`config.mk`:
```
export PLATFORM = sky130hd
export DESIGN_NAME = lsu_wb_ctrl
export DESIGN_NICKNAME = d
export VERILOG_FILES = /design/src/rtl/lsu_wb_ctrl_pkg.sv /design/src/rtl/lsu_wb_ctrl_lane_align.sv /design/src/rtl/lsu_wb_ctrl.sv
export SDC_FILE = /design/constraint.sdc
export NUM_CORES = 1
export LEC_CHECK = 0
export CORE_MARGIN = 5
export CORE_UTILIZATION = 30
export CTS_BUF_LIST = sky130_fd_sc_hd__clkbuf_8 sky130_fd_sc_hd__clkbuf_16
export DETAILED_ROUTE_END_ITERATION = 16
export PLACE_DENSITY = 0.63
export REMOVE_ABC_BUFFERS = 1
export SLEW_MARGIN = 20
export SYNTH_ARGS = -nofsm -noshare
export SYNTH_HDL_FRONTEND = slang
export SYNTH_SLANG_ARGS = --single-unit
```
`constraint.sdc`:
```
create_clock -name clk -period 3 [get_ports clk]
set_input_delay 0.3 -clock clk [delete_from_list [all_inputs] [get_ports clk]]
set_output_delay 0.3 -clock clk [all_outputs]
set_load 0.03 [all_outputs]
```
`src/rtl/lsu_wb_ctrl_pkg.sv`:
```
// Shared encodings for the MEM/WB controller: op classes, access sizes, FSM states.
package lsu_wb_ctrl_pkg;

  localparam int unsigned StateWidth = 3;

  localparam logic [StateWidth-1:0] OP_IDLE               = 3'd0;
  localparam logic [StateWidth-1:0] OP_REG_WRITE          = 3'd1;
  localparam logic [StateWidth-1:0] OP_MEM_READ_REG_WRITE = 3'd2;
  localparam logic [StateWidth-1:0] OP_MEM_WRITE          = 3'd3;
  localparam logic [StateWidth-1:0] OP_PC_SELECT_WRITE    = 3'd4;
  localparam logic [StateWidth-1:0] OP_PC_WRITE           = 3'd5;
  localparam logic [StateWidth-1:0] OP_LUI_REG_WRITE      = 3'd6;

  localparam logic [1:0] SZ_B = 2'd0;
  localparam logic [1:0] SZ_H = 2'd1;
  localparam logic [1:0] SZ_W = 2'd2;
  localparam logic [1:0] SZ_D = 2'd3;

  localparam logic [1:0] S_IDLE = 2'd0;
  localparam logic [1:0] S_BUSY = 2'd1;
  localparam logic [1:0] S_DONE = 2'd2;

  // Encodings with no matching instruction on this datapath width are rejected like misalignment.
  function automatic logic func3_legal(input logic [2:0] f3, input logic is_store,
                                       input int unsigned data_w);
    logic ok;
    ok = 1'b1;
    if (f3[1:0] == SZ_D && data_w < 64) ok = 1'b0;
    if (f3[2] && (is_store || f3[1:0] == SZ_D || (f3[1:0] == SZ_W && data_w < 64))) ok = 1'b0;
    return ok;
  endfunction

endpackage

```
`src/rtl/lsu_wb_ctrl_lane_align.sv`:
```
// Byte-lane steering: store replicate + strobe generation, load lane extract + sign/zero extend.
module lsu_lane_align #(
  parameter int unsigned DATA_W = 32
) (
  input  logic [2:0]                        i_st_func3,
  input  logic [$clog2(DATA_W/8)-1:0]       i_st_off,
  input  logic [DATA_W-1:0]                 i_st_data,
  output logic [DATA_W-1:0]                 o_st_wdata,
  output logic [DATA_W/8-1:0]               o_st_wstrb,
  input  logic [2:0]                        i_ld_func3,
  input  logic [$clog2(DATA_W/8)-1:0]       i_ld_off,
  input  logic [DATA_W-1:0]                 i_ld_rdata,
  output logic [DATA_W-1:0]                 o_ld_data
);
  localparam int unsigned NB    = DATA_W / 8;
  localparam int unsigned OFF_W = $clog2(NB);

  logic [3:0]        w_st_nb;
  logic [DATA_W-1:0] w_ld_shift;
  logic [6:0]        w_ld_bits;
  logic              w_ld_sign;

  assign w_st_nb    = 4'd1 << i_st_func3[1:0];
  assign w_ld_shift = i_ld_rdata >> {i_ld_off, 3'b000};

  always_comb begin
    o_st_wdata = '0;
    o_st_wstrb = '0;
    for (int unsigned i = 0; i < NB; i++) begin
      o_st_wdata[i*8 +: 8] = i_st_data[(i & 32'(w_st_nb - 4'd1))*8 +: 8];
      o_st_wstrb[i] = (i >= 32'(i_st_off)) && (i < 32'(i_st_off) + 32'(w_st_nb));
    end
  end

  // Extend from the access width; clamp keeps the sign-bit index inside the word.
  always_comb begin
    o_ld_data = '0;
    w_ld_bits = 7'd8 << i_ld_func3[1:0];
    if (32'(w_ld_bits) > DATA_W) w_ld_bits = 7'(DATA_W);
    w_ld_sign = ~i_ld_func3[2] & w_ld_shift[w_ld_bits - 7'd1];
    for (int unsigned i = 0; i < DATA_W; i++) begin
      o_ld_data[i] = (i < 32'(w_ld_bits)) ? w_ld_shift[i] : w_ld_sign;
    end
  end

  logic [OFF_W-1:0] w_unused_off;
  assign w_unused_off = i_st_off ^ i_ld_off;

endmodule

```
`src/rtl/lsu_wb_ctrl.sv`:
```
// MEM/WB-stage controller: one op per handshake, wait-state data port, registered writeback/redirect.
module lsu_wb_ctrl
  import lsu_wb_ctrl_pkg::*;
#(
  parameter int unsigned DATA_W  = 32,
  parameter int unsigned ADDR_W  = 32,
  parameter int unsigned TIMEOUT = 15
) (
  input  logic                  clk,
  input  logic                  reset,
  input  logic                  in_valid,
  output logic                  in_ready,
  input  logic [StateWidth-1:0] state,
  input  logic [2:0]            func3,
  input  logic [DATA_W-1:0]     alu_o,
  input  logic [DATA_W-1:0]     imm,
  input  logic [DATA_W-1:0]     store_data,
  input  logic [ADDR_W-1:0]     pc_base,
  input  logic [ADDR_W-1:0]     pc_link,
  output logic                  stall,
  output logic                  reg_write_enable,
  output logic [DATA_W-1:0]     reg_write_data,
  output logic                  pc_write_enable,
  output logic [ADDR_W-1:0]     pc_write_data,
  output logic [DATA_W-1:0]     fwd_data,
  output logic                  misalign,
  output logic                  bus_err,
  output logic                  mem_req,
  output logic                  mem_we,
  output logic [ADDR_W-1:0]     mem_addr,
  output logic [DATA_W-1:0]     mem_wdata,
  output logic [DATA_W/8-1:0]   mem_wstrb,
  input  logic                  mem_ack,
  input  logic [DATA_W-1:0]     mem_rdata
);
  localparam int unsigned NB    = DATA_W / 8;
  localparam int unsigned OFF_W = $clog2(NB);
  localparam int unsigned CNT_W = $clog2(TIMEOUT + 1);

  logic [1:0]        r_state,     w_state_nxt;
  logic              r_in_ready,  r_stall;
  logic              r_rwe,       w_rwe_nxt;
  logic [DATA_W-1:0] r_rwd,       w_rwd_nxt;
  logic              r_pwe,       w_pwe_nxt;
  logic [ADDR_W-1:0] r_pwd,       w_pwd_nxt;
  logic [DATA_W-1:0] r_fwd,       w_fwd_nxt;
  logic              r_misalign,  w_misalign_nxt;
  logic              r_bus_err,   w_bus_err_nxt;
  logic              r_mem_req,   w_mem_req_nxt;
  logic              r_mem_we,    w_mem_we_nxt;
  logic [ADDR_W-1:0] r_mem_addr,  w_mem_addr_nxt;
  logic [DATA_W-1:0] r_mem_wdata, w_mem_wdata_nxt;
  logic [NB-1:0]     r_mem_wstrb, w_mem_wstrb_nxt;
  logic [CNT_W-1:0]  r_wait_cnt,  w_wait_cnt_nxt;
  logic [2:0]        r_ld_func3,  w_ld_func3_nxt;
  logic [OFF_W-1:0]  r_ld_off,    w_ld_off_nxt;
  logic [DATA_W-1:0] r_st_data,   w_st_data_nxt;

  logic [OFF_W-1:0]  w_off, w_size_mask;
  logic              w_is_store, w_bad_access;
  logic [DATA_W-1:0] w_st_wdata, w_ld_data;
  logic [NB-1:0]     w_st_wstrb;

  assign w_off        = alu_o[OFF_W-1:0];
  assign w_is_store   = (state == OP_MEM_WRITE);
  assign w_size_mask  = OFF_W'((4'd1 << func3[1:0]) - 4'd1);
  assign w_bad_access = (|(w_off & w_size_mask)) | ~func3_legal(func3, w_is_store, DATA_W);

  lsu_lane_align #(.DATA_W(DATA_W)) u_lane_align (
    .i_st_func3 (func3),
    .i_st_off   (w_off),
    .i_st_data  (store_data),
    .o_st_wdata (w_st_wdata),
    .o_st_wstrb (w_st_wstrb),
    .i_ld_func3 (r_ld_func3),
    .i_ld_off   (r_ld_off),
    .i_ld_rdata (mem_rdata),
    .o_ld_data  (w_ld_data)
  );

  always_comb begin
    w_state_nxt     = r_state;
    w_rwe_nxt       = 1'b0;
    w_rwd_nxt       = r_rwd;
    w_pwe_nxt       = 1'b0;
    w_pwd_nxt       = r_pwd;
    w_fwd_nxt       = r_fwd;
    w_misalign_nxt  = 1'b0;
    w_bus_err_nxt   = 1'b0;
    w_mem_req_nxt   = r_mem_req;
    w_mem_we_nxt    = r_mem_we;
    w_mem_addr_nxt  = r_mem_addr;
    w_mem_wdata_nxt = r_mem_wdata;
    w_mem_wstrb_nxt = r_mem_wstrb;
    w_wait_cnt_nxt  = r_wait_cnt;
    w_ld_func3_nxt  = r_ld_func3;
    w_ld_off_nxt    = r_ld_off;
    w_st_data_nxt   = r_st_data;
    case (r_state)
      S_IDLE: begin
        if (in_valid) begin
          case (state)
            OP_REG_WRITE: begin
              w_rwe_nxt = 1'b1; w_rwd_nxt = alu_o; w_fwd_nxt = alu_o; w_state_nxt = S_DONE;
            end
            OP_LUI_REG_WRITE: begin
              w_rwe_nxt = 1'b1; w_rwd_nxt = imm; w_fwd_nxt = imm; w_state_nxt = S_DONE;
            end
            OP_PC_WRITE: begin
              w_pwe_nxt = 1'b1; w_pwd_nxt = ADDR_W'(alu_o);
              w_rwe_nxt = 1'b1; w_rwd_nxt = DATA_W'(pc_link); w_fwd_nxt = DATA_W'(pc_link);
              w_state_nxt = S_DONE;
            end
            OP_PC_SELECT_WRITE: begin
              if (alu_o[0]) begin
                w_pwe_nxt = 1'b1; w_pwd_nxt = pc_base + ADDR_W'(imm);
              end
              w_state_nxt = S_DONE;
            end
            OP_MEM_READ_REG_WRITE, OP_MEM_WRITE: begin
              if (w_bad_access) begin
                w_misalign_nxt = 1'b1;
              end else begin
                w_mem_req_nxt   = 1'b1;
                w_mem_we_nxt    = w_is_store;
                w_mem_addr_nxt  = ADDR_W'(alu_o) & ~ADDR_W'(NB - 1);
                w_mem_wdata_nxt = w_st_wdata;
                w_mem_wstrb_nxt = w_is_store ? w_st_wstrb : '0;
                w_wait_cnt_nxt  = '0;
                w_ld_func3_nxt  = func3;
                w_ld_off_nxt    = w_off;
                w_st_data_nxt   = store_data;
                w_state_nxt     = S_BUSY;
              end
            end
            default: ;
          endcase
        end
      end
      S_BUSY: begin
        if (mem_ack) begin
          w_mem_req_nxt   = 1'b0;
          w_mem_we_nxt    = 1'b0;
          w_mem_wstrb_nxt = '0;
          w_state_nxt     = S_DONE;
          if (r_mem_we) begin
            w_fwd_nxt = r_st_data;
          end else begin
            w_rwe_nxt = 1'b1; w_rwd_nxt = w_ld_data; w_fwd_nxt = w_ld_data;
          end
        end else if (r_wait_cnt == CNT_W'(TIMEOUT - 1)) begin
          w_mem_req_nxt   = 1'b0;
          w_mem_we_nxt    = 1'b0;
          w_mem_wstrb_nxt = '0;
          w_bus_err_nxt   = 1'b1;
          w_state_nxt     = S_IDLE;
        end else begin
          w_wait_cnt_nxt = r_wait_cnt + CNT_W'(1);
        end
      end
      S_DONE:  w_state_nxt = S_IDLE;
      default: w_state_nxt = S_IDLE;
    endcase
  end

  always_ff @(posedge clk) begin
    if (!reset) begin
      r_state     <= S_IDLE;
      r_in_ready  <= 1'b1;
      r_stall     <= 1'b0;
      r_rwe       <= 1'b0;
      r_rwd       <= '0;
      r_pwe       <= 1'b0;
      r_pwd       <= '0;
      r_fwd       <= '0;
      r_misalign  <= 1'b0;
      r_bus_err   <= 1'b0;
      r_mem_req   <= 1'b0;
      r_mem_we    <= 1'b0;
      r_mem_addr  <= '0;
      r_mem_wdata <= '0;
      r_mem_wstrb <= '0;
      r_wait_cnt  <= '0;
      r_ld_func3  <= '0;
      r_ld_off    <= '0;
      r_st_data   <= '0;
    end else begin
      r_state     <= w_state_nxt;
      r_in_ready  <= (w_state_nxt == S_IDLE);
      r_stall     <= (w_state_nxt != S_IDLE);
      r_rwe       <= w_rwe_nxt;
      r_rwd       <= w_rwd_nxt;
      r_pwe       <= w_pwe_nxt;
      r_pwd       <= w_pwd_nxt;
      r_fwd       <= w_fwd_nxt;
      r_misalign  <= w_misalign_nxt;
      r_bus_err   <= w_bus_err_nxt;
      r_mem_req   <= w_mem_req_nxt;
      r_mem_we    <= w_mem_we_nxt;
      r_mem_addr  <= w_mem_addr_nxt;
      r_mem_wdata <= w_mem_wdata_nxt;
      r_mem_wstrb <= w_mem_wstrb_nxt;
      r_wait_cnt  <= w_wait_cnt_nxt;
      r_ld_func3  <= w_ld_func3_nxt;
      r_ld_off    <= w_ld_off_nxt;
      r_st_data   <= w_st_data_nxt;
    end
  end

  assign in_ready         = r_in_ready;
  assign stall            = r_stall;
  assign reg_write_enable = r_rwe;
  assign reg_write_data   = r_rwd;
  assign pc_write_enable  = r_pwe;
  assign pc_write_data    = r_pwd;
  assign fwd_data         = r_fwd;
  assign misalign         = r_misalign;
  assign bus_err          = r_bus_err;
  assign mem_req          = r_mem_req;
  assign mem_we           = r_mem_we;
  assign mem_addr         = r_mem_addr;
  assign mem_wdata        = r_mem_wdata;
  assign mem_wstrb        = r_mem_wstrb;

endmodule

```
# After elaboration in Yosys (flattened, before gate mapping)
# Cells that the tools add are included.
[totals]
ff_bits = 213
wordCells = 209
inputBits = 202
[classes]
n_reduce_logical = 24
add_sub_neg = 6
n_mux = 85
n_bitwise = 8
n_eq_ne = 20
shifts = 6
magnitude_cmp = 41
[ops]
columns = ["op", "count"]
rows = [
  ["$mux W32", 6],
  ["$pmux W32 S2", 3],
  ["$lt A5 B7 Y1 const A", 16],
  ["$pmux W32 S3", 1],
  ["$lt A1 B32 Y1 const A", 2],
  ["$lt A2 B32 Y1 const A", 2],
  ["$shiftx A32 B6 Y8", 2],
  ["$lt A4 B7 Y1 const A", 8],
  ["$mux W1", 50],
  ["$mux W4", 11],
  ["$add A32 B32 Y32", 1],
  ["$shiftx A32 B5 Y8", 1],
  ["$shr A32 B5 Y32", 1],
  ["$lt A3 B7 Y1 const A", 4],
  ["$pmux W4 S2", 2],
  ["$reduce_and A4 Y1", 4],
  ["$lt A1 B7 Y1 const A", 2],
  ["$lt A2 B7 Y1 const A", 2],
  ["$ne A2 B2 Y1 const B", 7],
  ["$reduce_and A5 Y1", 2],
  ["$eq A3 B3 Y1 const B", 3],
  ["$mux W2", 4],
  ["$pmux W1 S2", 4],
  ["$pmux W2 S2", 2],
  ["33 further kinds", 50],
]

# Longest topological paths before layout
[depth]
ltp_word = 12
mapped_depth = 12

# Cells and area by module
# Synthesis repeated with hierarchy kept, for this count alone.
[unflattened]
hier_cells = 1582
hier_area_um2 = 12393.1
[modules_own_cells]
columns = ["mod", "instances", "area_each_um2", "cells_each"]
rows = [
  ["lsu_wb_ctrl", 1, 10960.5, 1381],
  ["lsu_lane_align", 1, 1432.6, 201],
]

# Least setup slack after synthesis
# Ideal clock, no wire load.
[synth_timing]
path_type = "input to register"
from = "input port func3[1]"
to = "register r_mem_wdata[30] (netlist: mem_wdata[30])"
setup_time_ns = 0.070
stages = 11
slack_ns = 0.401
required_time_ns = 2.930
arrival_time_ns = 2.528
path_cell_list = "clkbuf_1 > nor2_1 > clkinv_1 > ha_1 > nand2b_1 > nor2b_1 > clkbuf_1 > buf_2 > buf_2 > nand2_1 > a21oi_1"
[synth_via]
elab_chain_cells = 9
word_cells_on_any_way = 17
cone_classes = "add/sub: 2; eq/ne: 2; shift: 2; mux: 2; bitwise: 4; reduce/logical: 5"
[synth_lines]
columns = ["item", "line_no", "rtl"]
rows = [
  ["start: declaration", "lsu_wb_ctrl.sv:14", "input logic [2:0] func3,"],
  ["branches (longest 9 deep; another with $sub A2 B1 Y2)", "n/a", ""],
  ["end signal: assignment", "lsu_wb_ctrl.sv:201", "r_mem_wdata <= w_mem_wdata_nxt;"],
  ["end: declaration", "lsu_wb_ctrl.sv:52", "logic [DATA_W-1:0] r_mem_wdata, w_mem_wdata_nxt;"],
]
# Parallel ways; which one is timed is not known.
# A chain may end at the register's enable or synchronous reset.

# Final worst setup path
[layout_timing]
from = "input port imm[0]"
to = "register r_pwd[18] (netlist: pc_write_data[18])"
[layout_via]
elab_chain_cells = 3
[layout_lines]
columns = ["item", "line_no", "rtl"]
rows = [
  ["start: declaration", "lsu_wb_ctrl.sv:16", "input logic [DATA_W-1:0] imm,"],
  ["$add A32 B32 Y32", "lsu_wb_ctrl.sv:116", "w_pwe_nxt = 1'b1; w_pwd_nxt = pc_base + ADDR_W'(imm);"],
  ["$mux W32", "lsu_wb_ctrl.sv:115", "if (alu_o[0]) begin"],
  ["$pmux W32 S2", "lsu_wb_ctrl.sv:102", "case (state)"],
  ["end signal: assignment", "lsu_wb_ctrl.sv:194", "r_pwd <= w_pwd_nxt;"],
  ["end: declaration", "lsu_wb_ctrl.sv:45", "logic [ADDR_W-1:0] r_pwd, w_pwd_nxt;"],
]
# Every way passes these cells. The select of a mux whose other input is x is not followed.

==> impl_metrics.json <==
{
  "start_util_pct": 30.40,
  "synthTopCellsByArea": "dfxtp_1 (36%), nand2_1 (10%), a21oi_1 (9.4%)",
  "clock-root-buffer": "clkbuf_16",
  "postCtsHoldBufs": 0,
  "grt_max_degree": 81,
  "crit_arrival_ns": 3.17,
  "period_minus_slack_ns": 2.742,
  "hpwl_mm": 41.64,
  "place.gp.congestion": 0.8986,
  "hold-worst-slack_ns": 0.3271,
  "fillCellCount": 3838,
  "synth_common_cells": "nand2_1 (314), a21oi_1 (215), dfxtp_1 (205), nor2_1 (116), clkbuf_1 (84)",
  "synth_warnings": 0,
  "critPathKind": "input pin to flop",
  "synth_area_leader_cell": "dfxtp_1",
  "grt_pass1_wl_mm": 78.79,
  "routed_wl_mm": 53.56,
  "async_flop_share_pct": 0,
  "hold_viol_final": 0,
  "power.density_nw_per_um2": 477.8,
  "synth-seq-cells": 205,
  "crit_chain": "clkdlybuf4s50_1 -> ha_1 -> inv_1 -> fa_1 -> nand2b_1 -> a21oi_1 -> o21ai_1 -> a21oi_1 -> buf_4 -> a41oi_1 -> xor2_1 -> a2111oi_0",
  "synth.distinct_cells": 76,
  "maxCapViolCount": 0,
  "path_buf_inv": 3,
  "fin_ws_ns": 0.2575,
  "post_cts_resized": 0,
  "p_leak_nw": 6.227,
  "synth_edf_count": 0,
  "maxSlewViolCount": 0,
  "finalPower_mw": 8.093,
  "drt_iter0_drc": 696,
  "setup-violations-final": 0,
  "cpPeakStageDelay_ns": 0.49,
  "multi_input_area_um2": 6766,
  "placed_cells": 2362,
  "fin_cells": 2412,
  "max-vdd-ir-drop_mv": 0.4033,
  "place_ws_ns": -0.2263,
  "cts_htree_levels": 1,
  "die_h_um": 205.4,
  "dieWidth_um": 205.4,
  "final.setup_skew_ns": 0.01263,
  "fin_tns_setup_ns": 0,
  "drt_pass1_iterations": 5,
  "synth_top_area_share_pct": 35.84,
  "wire_per_inst_um": 22.21,
  "slew_headroom_pct": 41.89,
  "ff_latch_area_um2": 4104,
  "hold_class": "input pin to flop",
  "cp_max_fo": 3,
  "clk_latency_ns": 0.55,
  "core_area_um2": 37670,
  "path_clk_slew_ns": 0.06,
  "crit_family": "compound AO/OA/AOI/OAI gates",
  "cts_setup_buffers": 0,
  "synth_seq_area_share_pct": 35.84,
  "io_pins": 374,
  "worst_slew_pin_slew_ns": 0.8716,
  "cts_tree": "built",
  "clock-sinks": 205,
  "dieArea_um2": 42170,
  "syn_avg_cell_area_um2": 7.523,
  "drc_errors": 0,
  "grt_pass1_vias": 12450,
  "worstPathRequired_ns": 3.42,
  "antenna_found_initial": 9,
  "ys.flop_type": "dfxtp_1",
  "rsz0062_at_grt": "false",
  "syn_inst": 1522,
  "final_layout_size_suffix_gt1_share_pct": 8.219,
  "layout-area-overhead-vs-synth_pct": 47.93,
  "syn_area_um2": 11450,
  "fmax_mhz": 364.6,
  "port_buffers": 371,
  "cp-start-kind": "input pin",
  "clock_path_buffers": 3,
  "nets": 2122,
  "final_antenna_net_count": 0,
  "critPathSlowestCell": "clkdlybuf4s50_1",
  "via_count": 12590,
  "cts_made_buffers": 26,
  "groute.usage.overall_pct": 24.31,
  "endpoint_kind": "flop",
  "r2r_setup_slack_ns": 0.41,
  "rows": 71,
  "final.period_utilization_pct": 91.42,
  "gr-total-overflow": 0,
  "vias_per_cell": 5.221,
  "status": "completed",
  "crit_path_frequent_cell": "a21oi_1",
  "synth.most_common_cell": "nand2_1"
}
kinds of logic after synthesis:
logic type | share of synthesized area [%]
AOI/OAI and AO/OA | 25.82
xor gates and xnor gates | 2.218
adders and majority gates | 4.612
buffers and inverters | 5.464
DFF | 35.84
muxes | 3.945
other | 0.03275
and+or+nand+nor | 22.06
cells in the final DEF, fill, tap and decap left out, types with 4 or more instances in the layout:
master	instances
clkdlybuf4s50_1	370
nand2_1	314
a21oi_1	214
dfxtp_1	205
nor2_1	114
buf_4	68
o21ai_0	61
nor3_1	41
ha_1	39
mux2i_1	35
nand3_1	34
a211oi_1	33
o211ai_1	30
inv_1	27
clkbuf_16	26
a221o_1	22
xnor2_1	16
o21ai_1	15
a311oi_1	14
xor2_1	13
nand2b_1	12
nand4_1	12
and3_1	11
o22ai_1	10
nor2b_1	10
a31oi_1	10
buf_12	10
a21o_1	9
a221oi_1	9
a22o_1	8
o21a_1	7
mux2_2	7
nor2_2	5
o31ai_1	5
bufinv_16	5
or3_1	4
where the power goes:
| group | internal [mW] | switching, mW |
|---|---|---|
| logic | 0.816 | 1.05 |
| clock network | 2.04 | 1.30 |
| registers | 2.83 | 0.0656 |
area by class of cell:
cell class | instances | area share [%]
clock inverters | 20 | 1.440
well taps | 511 | 3.775
multi-input cells | 1173 | 39.95
flip-flops and latches | 205 | 24.23
inverters | 24 | 0.5466
clock buffers | 27 | 3.923
repair buffers | 449 | 26.09
diodes | 3 | 0.04432
state kept, by name, indices dropped and copies added, names as in the netlist:
signal            flops
bus_err               1
fwd_data             32
in_ready              1
mem_addr             30
mem_req               1
mem_wdata            32
mem_we                1
mem_wstrb             4
misalign              1
pc_write_data        32
pc_write_enable       1
r_ld_func3            3
r_ld_off              2
r_st_data            24
r_state               2
r_wait_cnt            4
reg_write_data       32
reg_write_enable      1
stall                 1
worst paths after layout:
kind                            startpoint                             end  cells after the start
setup reg to reg  r_ld_off[1]$_SDFFE_PN0P_  reg_write_data[5]$_SDFFE_PN0P_                      8
setup / recovery                    imm[0]  pc_write_data[18]$_SDFFE_PN0P_                     12
hold / removal                       reset      r_wait_cnt[0]$_SDFFE_PN0P_                      3
hold reg to reg   mem_addr[8]$_SDFFE_PN0P_        mem_addr[8]$_SDFFE_PN0P_                      2
per-stage QoR:
stage          utilization, %  instance area [um^2]
3_5_place_dp            42.54                 16020
4_1_cts                 44.95                 16930
5_1_grt                 44.95                 16930
3_3_place_gp            42.54                 16020
6_report                44.97                 16940
2_1_floorplan               -                 10920
layer usage:
| layer | global-route usage, % | up-vias | part of all wire, % |
|---|---|---|---|
| li1 | - | 6121 | - |
| met1 | 31.35 | 5896 | 43 |
| met2 | 40.21 | 462 | 46 |
| met3 | 6.446 | 99 | 7.9 |
| met4 | 6.794 | 14 | 3.1 |
| met5 | 0 | - | 0.17 |
worst register-to-register path, stage by stage (launching register included):
cell and delay [ns]:
dfxtp_1 0.55, mux4_2 0.58, or2_1 0.22, a32oi_1 0.35
nor3_1 0.11, nor2_2 0.30, nand2_1 0.10, nand2_1 0.17
a211oi_1 0.07
Power figures use the tool's default switching activity.
